--- config.mk ---
export PLATFORM = sky130hd
export DESIGN_NAME = uart_rx
export DESIGN_NICKNAME = d
export VERILOG_FILES = /design/src/rtl/uart_pkg.sv /design/src/rtl/uart_rx_fifo.sv /design/src/rtl/uart_rx.sv
export SDC_FILE = /design/constraint.sdc
export NUM_CORES = 1
export LEC_CHECK = 0
export ABC_AREA = 1
export CAP_MARGIN = 20
export CORE_ASPECT_RATIO = 0.5
export CORE_MARGIN = 5
export CORE_UTILIZATION = 45
export CTS_BUF_LIST = sky130_fd_sc_hd__clkbuf_8
export CTS_CLUSTER_SIZE = 8
export DETAILED_ROUTE_END_ITERATION = 8
export SLEW_MARGIN = 20
export SYNTH_ARGS = -nofsm -noshare
export SYNTH_HDL_FRONTEND = slang
export SYNTH_HIERARCHICAL = 1
export SYNTH_SLANG_ARGS = --single-unit
--- constraint.sdc ---
create_clock -name clk -period 2.2 [get_ports clk]
set_input_delay 0.66 -clock clk [delete_from_list [all_inputs] [get_ports clk]]
set_output_delay 0.66 -clock clk [all_outputs]
set_load 0.01 [all_outputs]
--- src/rtl/uart_pkg.sv ---
// -----------------------------------------------------------------------------
// uart_pkg
// Shared definitions for the UART block (uart_tx / uart_rx).
//   - uart_state_e : receiver/transmitter state encoding
//                    (IDLE=0, START=1, DATA=2, STOP=3, PARITY=4)
//   - UART_WIDTH, UART_SAMPLING_TICKS : default frame width and oversampling
//   - clog2_min1() : $clog2 that never returns 0, so that counters sized from
//                    a parameter of 1 still get a legal 1-bit width
// -----------------------------------------------------------------------------
package uart_pkg;

    localparam int UART_WIDTH          = 8;
    localparam int UART_SAMPLING_TICKS = 16;

    typedef enum logic [2:0] {
        IDLE   = 3'd0,
        START  = 3'd1,
        DATA   = 3'd2,
        STOP   = 3'd3,
        PARITY = 3'd4
    } uart_state_e;

    function automatic int clog2_min1(input int value);
        return (value > 1) ? $clog2(value) : 1;
    endfunction

endpackage

--- src/rtl/uart_rx_fifo.sv ---
// -----------------------------------------------------------------------------
// uart_rx_fifo
// Small show-ahead receive FIFO (same structure as the uart_tx FIFO).
// Parameters:
//   WIDTH      - entry width
//   FIFO_DEPTH - number of entries, power of 2, >= 2
// Ports:
//   clk, rst        - clock, asynchronous active-high reset
//   push, push_data - write request and data
//   pop             - read request (ignored while empty)
//   pop_data        - current head entry (valid while empty=0)
//   empty, full     - status
// A push while full is accepted only if a pop happens in the same cycle.
// Pointers carry one extra wrap bit so full and empty are distinguishable.
// -----------------------------------------------------------------------------
module uart_rx_fifo
    import uart_pkg::*;
#(
    parameter int WIDTH      = UART_WIDTH,
    parameter int FIFO_DEPTH = 4
) (
    input  logic             clk,
    input  logic             rst,
    input  logic             push,
    input  logic [WIDTH-1:0] push_data,
    input  logic             pop,
    output logic [WIDTH-1:0] pop_data,
    output logic             empty,
    output logic             full
);

    localparam int AW = clog2_min1(FIFO_DEPTH);

    logic [WIDTH-1:0] mem_reg [FIFO_DEPTH];
    logic [AW:0]      wr_ptr_reg;
    logic [AW:0]      rd_ptr_reg;
    logic             do_push;
    logic             do_pop;

    assign empty = (wr_ptr_reg == rd_ptr_reg);
    assign full  = (wr_ptr_reg[AW] != rd_ptr_reg[AW]) &&
                   (wr_ptr_reg[AW-1:0] == rd_ptr_reg[AW-1:0]);

    assign do_pop  = pop && !empty;
    assign do_push = push && (!full || do_pop);

    always_ff @(posedge clk or posedge rst) begin
        if (rst) begin
            wr_ptr_reg <= '0;
            rd_ptr_reg <= '0;
        end else begin
            if (do_push) begin
                wr_ptr_reg <= wr_ptr_reg + (AW+1)'(1);
            end
            if (do_pop) begin
                rd_ptr_reg <= rd_ptr_reg + (AW+1)'(1);
            end
        end
    end

    // Entries are cleared on reset so the show-ahead head reads 0 after reset.
    generate
        for (genvar gi = 0; gi < FIFO_DEPTH; gi++) begin : g_entry
            always_ff @(posedge clk or posedge rst) begin
                if (rst) begin
                    mem_reg[gi] <= '0;
                end else if (do_push && (wr_ptr_reg[AW-1:0] == AW'(gi))) begin
                    mem_reg[gi] <= push_data;
                end
            end
        end
    endgenerate

    assign pop_data = mem_reg[rd_ptr_reg[AW-1:0]];

endmodule

--- src/rtl/uart_rx.sv ---
// -----------------------------------------------------------------------------
// uart_rx
// UART receiver: oversamples rx at SAMPLING_TICKS per bit, deserialises
// frames LSB first and pushes good bytes into a small show-ahead FIFO.
// Parameters:
//   WIDTH          - data bits per frame
//   SAMPLING_TICKS - oversampling ticks per bit (even, >= 4)
//   TICK_DIV       - clk cycles per sampling tick
//   FIFO_DEPTH     - receive FIFO entries (power of 2)
// Ports:
//   clk, rst   - clock, asynchronous active-high reset
//   rx         - serial line (idle high, asynchronous to clk)
//   rd_en      - pop FIFO head
//   data_out   - FIFO head, valid while empty=0
//   empty/full - FIFO status
//   busy       - frame in progress
//   frame_err  - 1-cycle pulse: stop bit sampled low
//   overflow   - 1-cycle pulse: good byte dropped, FIFO full
//   parity_err - (UART_RX_PARITY_EN only) 1-cycle pulse: even parity mismatch
// Build option: define UART_RX_PARITY_EN to add an even-parity bit between
// the data bits and the stop bit (8E1); undefined gives 8N1.
// -----------------------------------------------------------------------------
module uart_rx
    import uart_pkg::*;
#(
    parameter int WIDTH          = UART_WIDTH,
    parameter int SAMPLING_TICKS = UART_SAMPLING_TICKS,
    parameter int TICK_DIV       = 1,
    parameter int FIFO_DEPTH     = 4
) (
    input  logic             clk,
    input  logic             rst,
    input  logic             rx,
    input  logic             rd_en,
    output logic [WIDTH-1:0] data_out,
    output logic             empty,
    output logic             full,
    output logic             busy,
    output logic             frame_err,
    output logic             overflow
`ifdef UART_RX_PARITY_EN
    ,
    output logic             parity_err
`endif
);

    localparam int SW = clog2_min1(SAMPLING_TICKS);
    localparam int NW = clog2_min1(WIDTH);
    localparam int TW = clog2_min1(TICK_DIV);

    localparam logic [SW-1:0] S_MID  = SW'(SAMPLING_TICKS / 2 - 1);
    localparam logic [SW-1:0] S_LAST = SW'(SAMPLING_TICKS - 1);
    localparam logic [NW-1:0] N_LAST = NW'(WIDTH - 1);
    localparam logic [TW-1:0] T_LAST = TW'(TICK_DIV - 1);

    // ------------------------------------------------------------------
    // Input synchroniser (idles high so reset does not look like a start)
    // ------------------------------------------------------------------
    logic rx_meta_reg;
    logic rxs_reg;

    always_ff @(posedge clk or posedge rst) begin
        if (rst) begin
            rx_meta_reg <= 1'b1;
            rxs_reg     <= 1'b1;
        end else begin
            rx_meta_reg <= rx;
            rxs_reg     <= rx_meta_reg;
        end
    end

    // ------------------------------------------------------------------
    // Sampling tick generator
    // ------------------------------------------------------------------
    logic [TW-1:0] tick_cnt_reg;
    logic          tick;

    assign tick = (tick_cnt_reg == T_LAST);

    always_ff @(posedge clk or posedge rst) begin
        if (rst) begin
            tick_cnt_reg <= '0;
        end else if (tick) begin
            tick_cnt_reg <= '0;
        end else begin
            tick_cnt_reg <= tick_cnt_reg + TW'(1);
        end
    end

    // ------------------------------------------------------------------
    // Receive FSM
    // ------------------------------------------------------------------
    uart_state_e      state_reg;
    logic [SW-1:0]    s_cnt_reg;
    logic [NW-1:0]    n_reg;
    logic [WIDTH-1:0] shift_reg;
    logic             frame_err_reg;
    logic             overflow_reg;
    logic             parity_bad;
    logic             stop_sample;
    logic             stop_good;
    logic             fifo_full;
    logic             fifo_empty;

`ifdef UART_RX_PARITY_EN
    logic parity_bad_reg;
    logic parity_err_reg;
    assign parity_bad = parity_bad_reg;
    assign parity_err = parity_err_reg;
`else
    assign parity_bad = 1'b0;
`endif

    // Stop-bit sampling instant; a good byte is pushed on this very edge so
    // empty falls the clk after the stop-bit sample.
    assign stop_sample = tick && (state_reg == STOP) && (s_cnt_reg == S_LAST);
    assign stop_good   = stop_sample && rxs_reg && !parity_bad;

    always_ff @(posedge clk or posedge rst) begin
        if (rst) begin
            state_reg      <= IDLE;
            s_cnt_reg      <= '0;
            n_reg          <= '0;
            shift_reg      <= '0;
            frame_err_reg  <= 1'b0;
            overflow_reg   <= 1'b0;
`ifdef UART_RX_PARITY_EN
            parity_bad_reg <= 1'b0;
            parity_err_reg <= 1'b0;
`endif
        end else begin
            frame_err_reg  <= 1'b0;
            overflow_reg   <= 1'b0;
`ifdef UART_RX_PARITY_EN
            parity_err_reg <= 1'b0;
`endif
            if (tick) begin
                case (state_reg)
                    IDLE: begin
                        if (!rxs_reg) begin
                            state_reg <= START;
                            s_cnt_reg <= '0;
                        end
                    end
                    START: begin
                        // Re-check the line half a bit in: a high level here
                        // means the falling edge was a glitch.
                        if (s_cnt_reg == S_MID) begin
                            s_cnt_reg <= '0;
                            if (!rxs_reg) begin
                                state_reg <= DATA;
                                n_reg     <= '0;
                            end else begin
                                state_reg <= IDLE;
                            end
                        end else begin
                            s_cnt_reg <= s_cnt_reg + SW'(1);
                        end
                    end
                    DATA: begin
                        if (s_cnt_reg == S_LAST) begin
                            s_cnt_reg <= '0;
                            shift_reg <= {rxs_reg, shift_reg[WIDTH-1:1]};
                            if (n_reg == N_LAST) begin
`ifdef UART_RX_PARITY_EN
                                state_reg <= PARITY;
`else
                                state_reg <= STOP;
`endif
                            end else begin
                                n_reg <= n_reg + NW'(1);
                            end
                        end else begin
                            s_cnt_reg <= s_cnt_reg + SW'(1);
                        end
                    end
`ifdef UART_RX_PARITY_EN
                    PARITY: begin
                        if (s_cnt_reg == S_LAST) begin
                            s_cnt_reg      <= '0;
                            // Even parity: data bits plus parity bit XOR to 0.
                            parity_bad_reg <= rxs_reg ^ (^shift_reg);
                            state_reg      <= STOP;
                        end else begin
                            s_cnt_reg <= s_cnt_reg + SW'(1);
                        end
                    end
`endif
                    STOP: begin
                        if (s_cnt_reg == S_LAST) begin
                            s_cnt_reg <= '0;
                            state_reg <= IDLE;
                            if (!rxs_reg) begin
                                frame_err_reg <= 1'b1;
`ifdef UART_RX_PARITY_EN
                            end else if (parity_bad_reg) begin
                                parity_err_reg <= 1'b1;
`endif
                            end else if (fifo_full && !rd_en) begin
                                // A same-cycle pop frees a slot, so only drop
                                // when nothing is being read.
                                overflow_reg <= 1'b1;
                            end
                        end else begin
                            s_cnt_reg <= s_cnt_reg + SW'(1);
                        end
                    end
                    default: begin
                        state_reg <= IDLE;
                        s_cnt_reg <= '0;
                    end
                endcase
            end
        end
    end

    assign busy      = (state_reg != IDLE);
    assign frame_err = frame_err_reg;
    assign overflow  = overflow_reg;

    // ------------------------------------------------------------------
    // Receive FIFO
    // ------------------------------------------------------------------
    uart_rx_fifo #(
        .WIDTH      (WIDTH),
        .FIFO_DEPTH (FIFO_DEPTH)
    ) u_fifo (
        .clk       (clk),
        .rst       (rst),
        .push      (stop_good),
        .push_data (shift_reg),
        .pop       (rd_en),
        .pop_data  (data_out),
        .empty     (fifo_empty),
        .full      (fifo_full)
    );

    assign empty = fifo_empty;
    assign full  = fifo_full;

endmodule

# Yosys cells after proc, flatten, opt, wreduce, memory -nomap -nowiden
# Index checks and enable logic that the tools add are counted.
# W data, S select, Z words.
[op_classes]
n_lt_le_gt_ge = 1
bitwise = 2
n_eq_ne = 19
n_mux = 29
n_addsub = 5
n_reduce_logical = 24
[ops]
columns = ["op", "count"]
rows = [
  ["$mux W3", 9],
  ["$bmux W8 S2", 1],
  ["$mux W8", 2],
  ["$mux W4", 3],
  ["$ne A2 B2 Y1 const B", 6],
  ["$pmux W3 S4", 1],
  ["$pmux W4 S3", 1],
  ["$reduce_and A6 Y1", 2],
  ["$logic_and A1 B1 Y1", 11],
  ["$mux W1", 10],
  ["$add A3 B1 Y3 const B", 3],
  ["$eq A3 B2 Y1 const B", 2],
  ["$pmux W3 S2", 1],
  ["$add A4 B1 Y4 const B", 1],
  ["$eq A2 B2 Y1 const B", 2],
  ["$eq A4 B3 Y1 const B", 1],
  ["$eq A4 B4 Y1 const B", 1],
  ["$eq A3 B1 Y1 const B", 1],
  ["$eq A3 B3 Y1", 1],
  ["$eq A3 B3 Y1 const B", 1],
  ["$ge A3 B3 Y1 const B", 1],
  ["$logic_not A1 Y1", 3],
  ["$logic_not A3 Y1", 1],
  ["$not A2 Y3", 1],
  ["other kinds (14)", 14],
]
[totals]
ff_bits = 61
in_bits = 4

# Longest topological paths before layout
[depth]
depth_word = 8
mapped_depth = 9
mapped_depth_nobuf = 9

# By module
# Netlist, hierarchy kept.
[modules_own_cells]
columns = ["module", "cells_each", "seq_area_each_um2", "area_each_um2", "instances"]
rows = [
  ["uart_rx_fifo", 238, 950.9, 1979.4, 1],
  ["uart_rx", 120, 528.0, 1036.0, 1],
]

# Least setup slack after synthesis
# Ideal clock, no wire load.
[synth_path]
path_kind = "reg2out"
start = "reg u_fifo.rd_ptr_reg[0]"
end = "out data_out[0]"
stages_incl_launch_ff = 6
n_path_buf = 2
t_arrival_ps = 1153
path_slack_ps = 387
path_cell_list = "dfrtp_1 > buf_6 > inv_4 > clkbuf_1 > nor2_1 > o22ai_1"
[synth_via]
elab_chain_cells = 4
[synth_rtl]
columns = ["item", "line", "text"]
rows = [
  ["from (decl)", "uart_rx_fifo.sv:36", "logic [AW:0] rd_ptr_reg;"],
  ["from (signal assigned)", "uart_rx_fifo.sv:56", "rd_ptr_reg <= rd_ptr_reg + (AW+1)'(1);"],
  ["$not A2 Y3 (implied by the code)", "uart_rx_fifo.sv:74", "assign pop_data = mem_reg[rd_ptr_reg[AW-1:0]];"],
  ["$bmux W8 S2", "uart_rx_fifo.sv:74", ""],
  ["$mux W8 (implied by the code) (2 in a row)", "uart_rx_fifo.sv:74", ""],
  ["to (decl)", "uart_rx.sv:35", "output logic [WIDTH-1:0] data_out,"],
]
# Every way passes these cells. The select of a mux whose other input is x is not followed.

# Worst setup path after layout
[layout_path]
start = "reg u_fifo.rd_ptr_reg[0]"
end = "out data_out[5]"
# Same word-level chain as after synthesis.

==> flow_metrics.py <==
metrics = {
    "clock_network": {
        "worstSkewPairLatency_ns": 0.34,
        "clk_path_buf_depth": 2,
        "cts_tree": "done",
        "cts_inserted_buffers": 9,
        "cts-htree-levels": 3,
        "clock_sinks": 59,
        "cts_root_buf": "clkbuf_8",
        "cts_hold_buffers": 0,
        "clk_pin_slew_ns": 0.07,
    },
    "worst_setup_path": {
        "critPathSlowestCell": "dfrtp_2",
        "required_ns": 1.54,
        "path_cells": "buf_4 -> buf_6 -> o21ai_1 -> o22ai_2 -> buf_2",
        "crit_path_end_kind": "output port",
        "r2r_cells": 9,
        "crit_fanout": 10,
        "slowest_delay_ns": 0.47,
        "crit_arrival_ns": 1.51,
        "worstSetupPathType": "reg -> out",
        "worst_setup_path_start_kind": "flip-flop",
    },
    "detailed_routing": {
        "vias_per_cell": 5.19,
        "routed_wl_um": 7140,
        "drt-pass1-iter-count": 5,
        "antenna_left": 0,
        "drtIter0Drc": 224,
        "routedWlPerCell_um": 14.5,
        "drc_errors": 0,
        "num_vias": 2559,
    },
    "logic_synthesis": {
        "ys_ff_latch": 59,
        "synth_cell_types": 33,
        "synth.cell_area_um2": 3020,
        "postSynthCellCount": 358,
        "yosys_warnings": 6,
        "syn_area_per_cell_um2": 8.42,
        "ys_seq_area_share_pct": 49.0,
        "synth.net_count": 370,
    },
    "flow_run": {
        "cap_violations": 0,
    },
    "cells_and_area": {
        "nNetsFinal": 408,
        "largest_register_ffs": 32,
        "layout-drive-gt1-share_pct": 22.4,
        "final_common_cell": "nand2_1",
        "diodes": 0,
        "layout_common_cells": "113 x nand2_1, 54 x dfrtp_1, 34 x nand4_1",
        "stdcell_area_um2": 3650,
        "area_delta_synth_final_pct": 20.9,
    },
    "sta": {
        "rsz0062_at_grt": "yes",
        "worst_hold_slack_ns": 0.359,
        "fmaxAchievable_mhz": 462,
        "slew_headroom_pct": 67.5,
        "setup_viol": 0,
        "tightest_slew_ns": 0.487,
        "layout_min_cycle_time_ns": 2.17,
        "hold_viol": 0,
        "slew_viol_final": 0,
        "timing.final.crit_share_pct": 98.5,
        "fin_worst_skew_ns": 0.00674,
    },
    "worst_hold_path": {
        "whs_path_depth": 0,
        "hold_path_class": "reg -> reg",
    },
    "floorplan": {
        "rows": 21,
        "ioPinCount": 17,
        "die_x_um": 126,
        "die_h_um": 67.9,
        "start_util_pct": 45.7,
        "die_area_um2": 8540,
        "coreArea_um2": 6600,
    },
    "global_route": {
        "antenna_found_initial": 0,
        "grt_max_degree": 39,
        "grt_pass1_wl_um": 11900,
        "grtUsageTotal_pct": 18.2,
        "gr-total-overflow": 0,
        "first_global_vias": 2453,
    },
    "placed_design": {
        "numPortBuffers": 16,
        "place_hpwl_um": 4820,
        "placed_cell_area_um2": 3300,
        "gp_congestion": 0.852,
    },
    "power_and_ir_drop": {
        "vdd_drop_max_v": 0.000650,
        "power_leakage_uw": 0.00193,
        "power.density_nw_per_um2": 1100,
    },
    "outcome": {
        "status": "complete, no violations",
    },
}
-- through the flow --
stage	setup slack [ns]	cells	total power [uW]	util (%)	setup TNS, ns
3_5_place_dp	-0.0307	465	2700	50.0	-0.0616
5_1_grt	-0.0411	493	4280	55.3	-0.0894
4_1_cts	-0.0110	493	3970	54.7	-0.0110
3_3_place_gp	-0.0164	465	2670	50.0	-0.0279
6_report	0.0337	493	4020	55.3	0
2_1_floorplan	0.387	358	2230	-	0
-- final timing paths --
path	startpoint	end	slack [ns]
max	u_fifo/rd_ptr_reg[0]	data_out[5]	0.03
min	rx_meta_reg	rxs_reg	0.36
max reg2reg	s_cnt_reg[0]	u_fifo/mem_reg[7]	0.26
min reg2reg	rx_meta_reg	rxs_reg	0.36
max in group asynchronous	rst	u_fifo/rd_ptr_reg[0]	1.08
min in group asynchronous	rst	overflow	0.49
-- final cells by class --
type                    count  area [um2]
clock inverters             5        75.1
well taps                  92         115
multi-input cells         252        1350
repair buffers             43         339
flip-flops and latches     59        1480
fillers                   606        2950
repair inverters            1        6.26
inverters                  30         128
clock buffers              11         151
-- worst max-delay path, delay by kind of cell, from the launching register on --
family,cells,cell delay [ns]
DFF,1,0.47
buffers and inverters,3,0.44
AOI/OAI and AO/OA,2,0.27
-- repair_timing --
item,CTS,global route
cloned,1,0
setup buffers,11,0
gates resized for setup,46,22
pin swaps,1,5
setup endpoints to repair,11,10
-- layer usage --
metal / global-route usage, % / wire (um) / vias to the layer above
met3: 6.08 / 453 / 8
met5: 0 / 0 / -
met4: 6.95 / 55 / 0
li1: - / - / 1258
met2: 28.5 / 3220 / 69
met1: 24.0 / 3410 / 1224
-- synthesized netlist by cell type, drive strengths merged --
cell,n,area share (%)
xor2,1,0.29
nor3,1,0.17
dfstp,2,1.7
buf,12,3.2
and3,1,0.21
ha,8,3.3
xnor2,2,0.83
nand4,35,7.8
o21bai,1,0.25
o21ai,25,4.4
nor2,32,5.0
clkbuf,5,0.62
nand3,16,3.5
o22ai,8,1.7
a21oi,4,0.66
nand2,117,15
a22o,1,0.29
dfrtp,57,47
inv,30,3.9
-- power by group --
group / switching, uW / internal [uW] / total [uW]
combinational: 879 / 681 / 1560
sequential: 149 / 1200 / 1340
clock: 427 / 693 / 1120
total: 1450 / 2570 / 4020
-- cells by family after synthesis --
logic type	Yosys count	synth area share (%)
adders and majority gates	8	3.32
buffers and inverters	47	7.72
DFF	59	49.0
xor gates and xnor gates	3	1.12
AOI/OAI and AO/OA	39	7.26
and+or+nand+nor	202	31.5
Power figures use the tool's default switching activity.
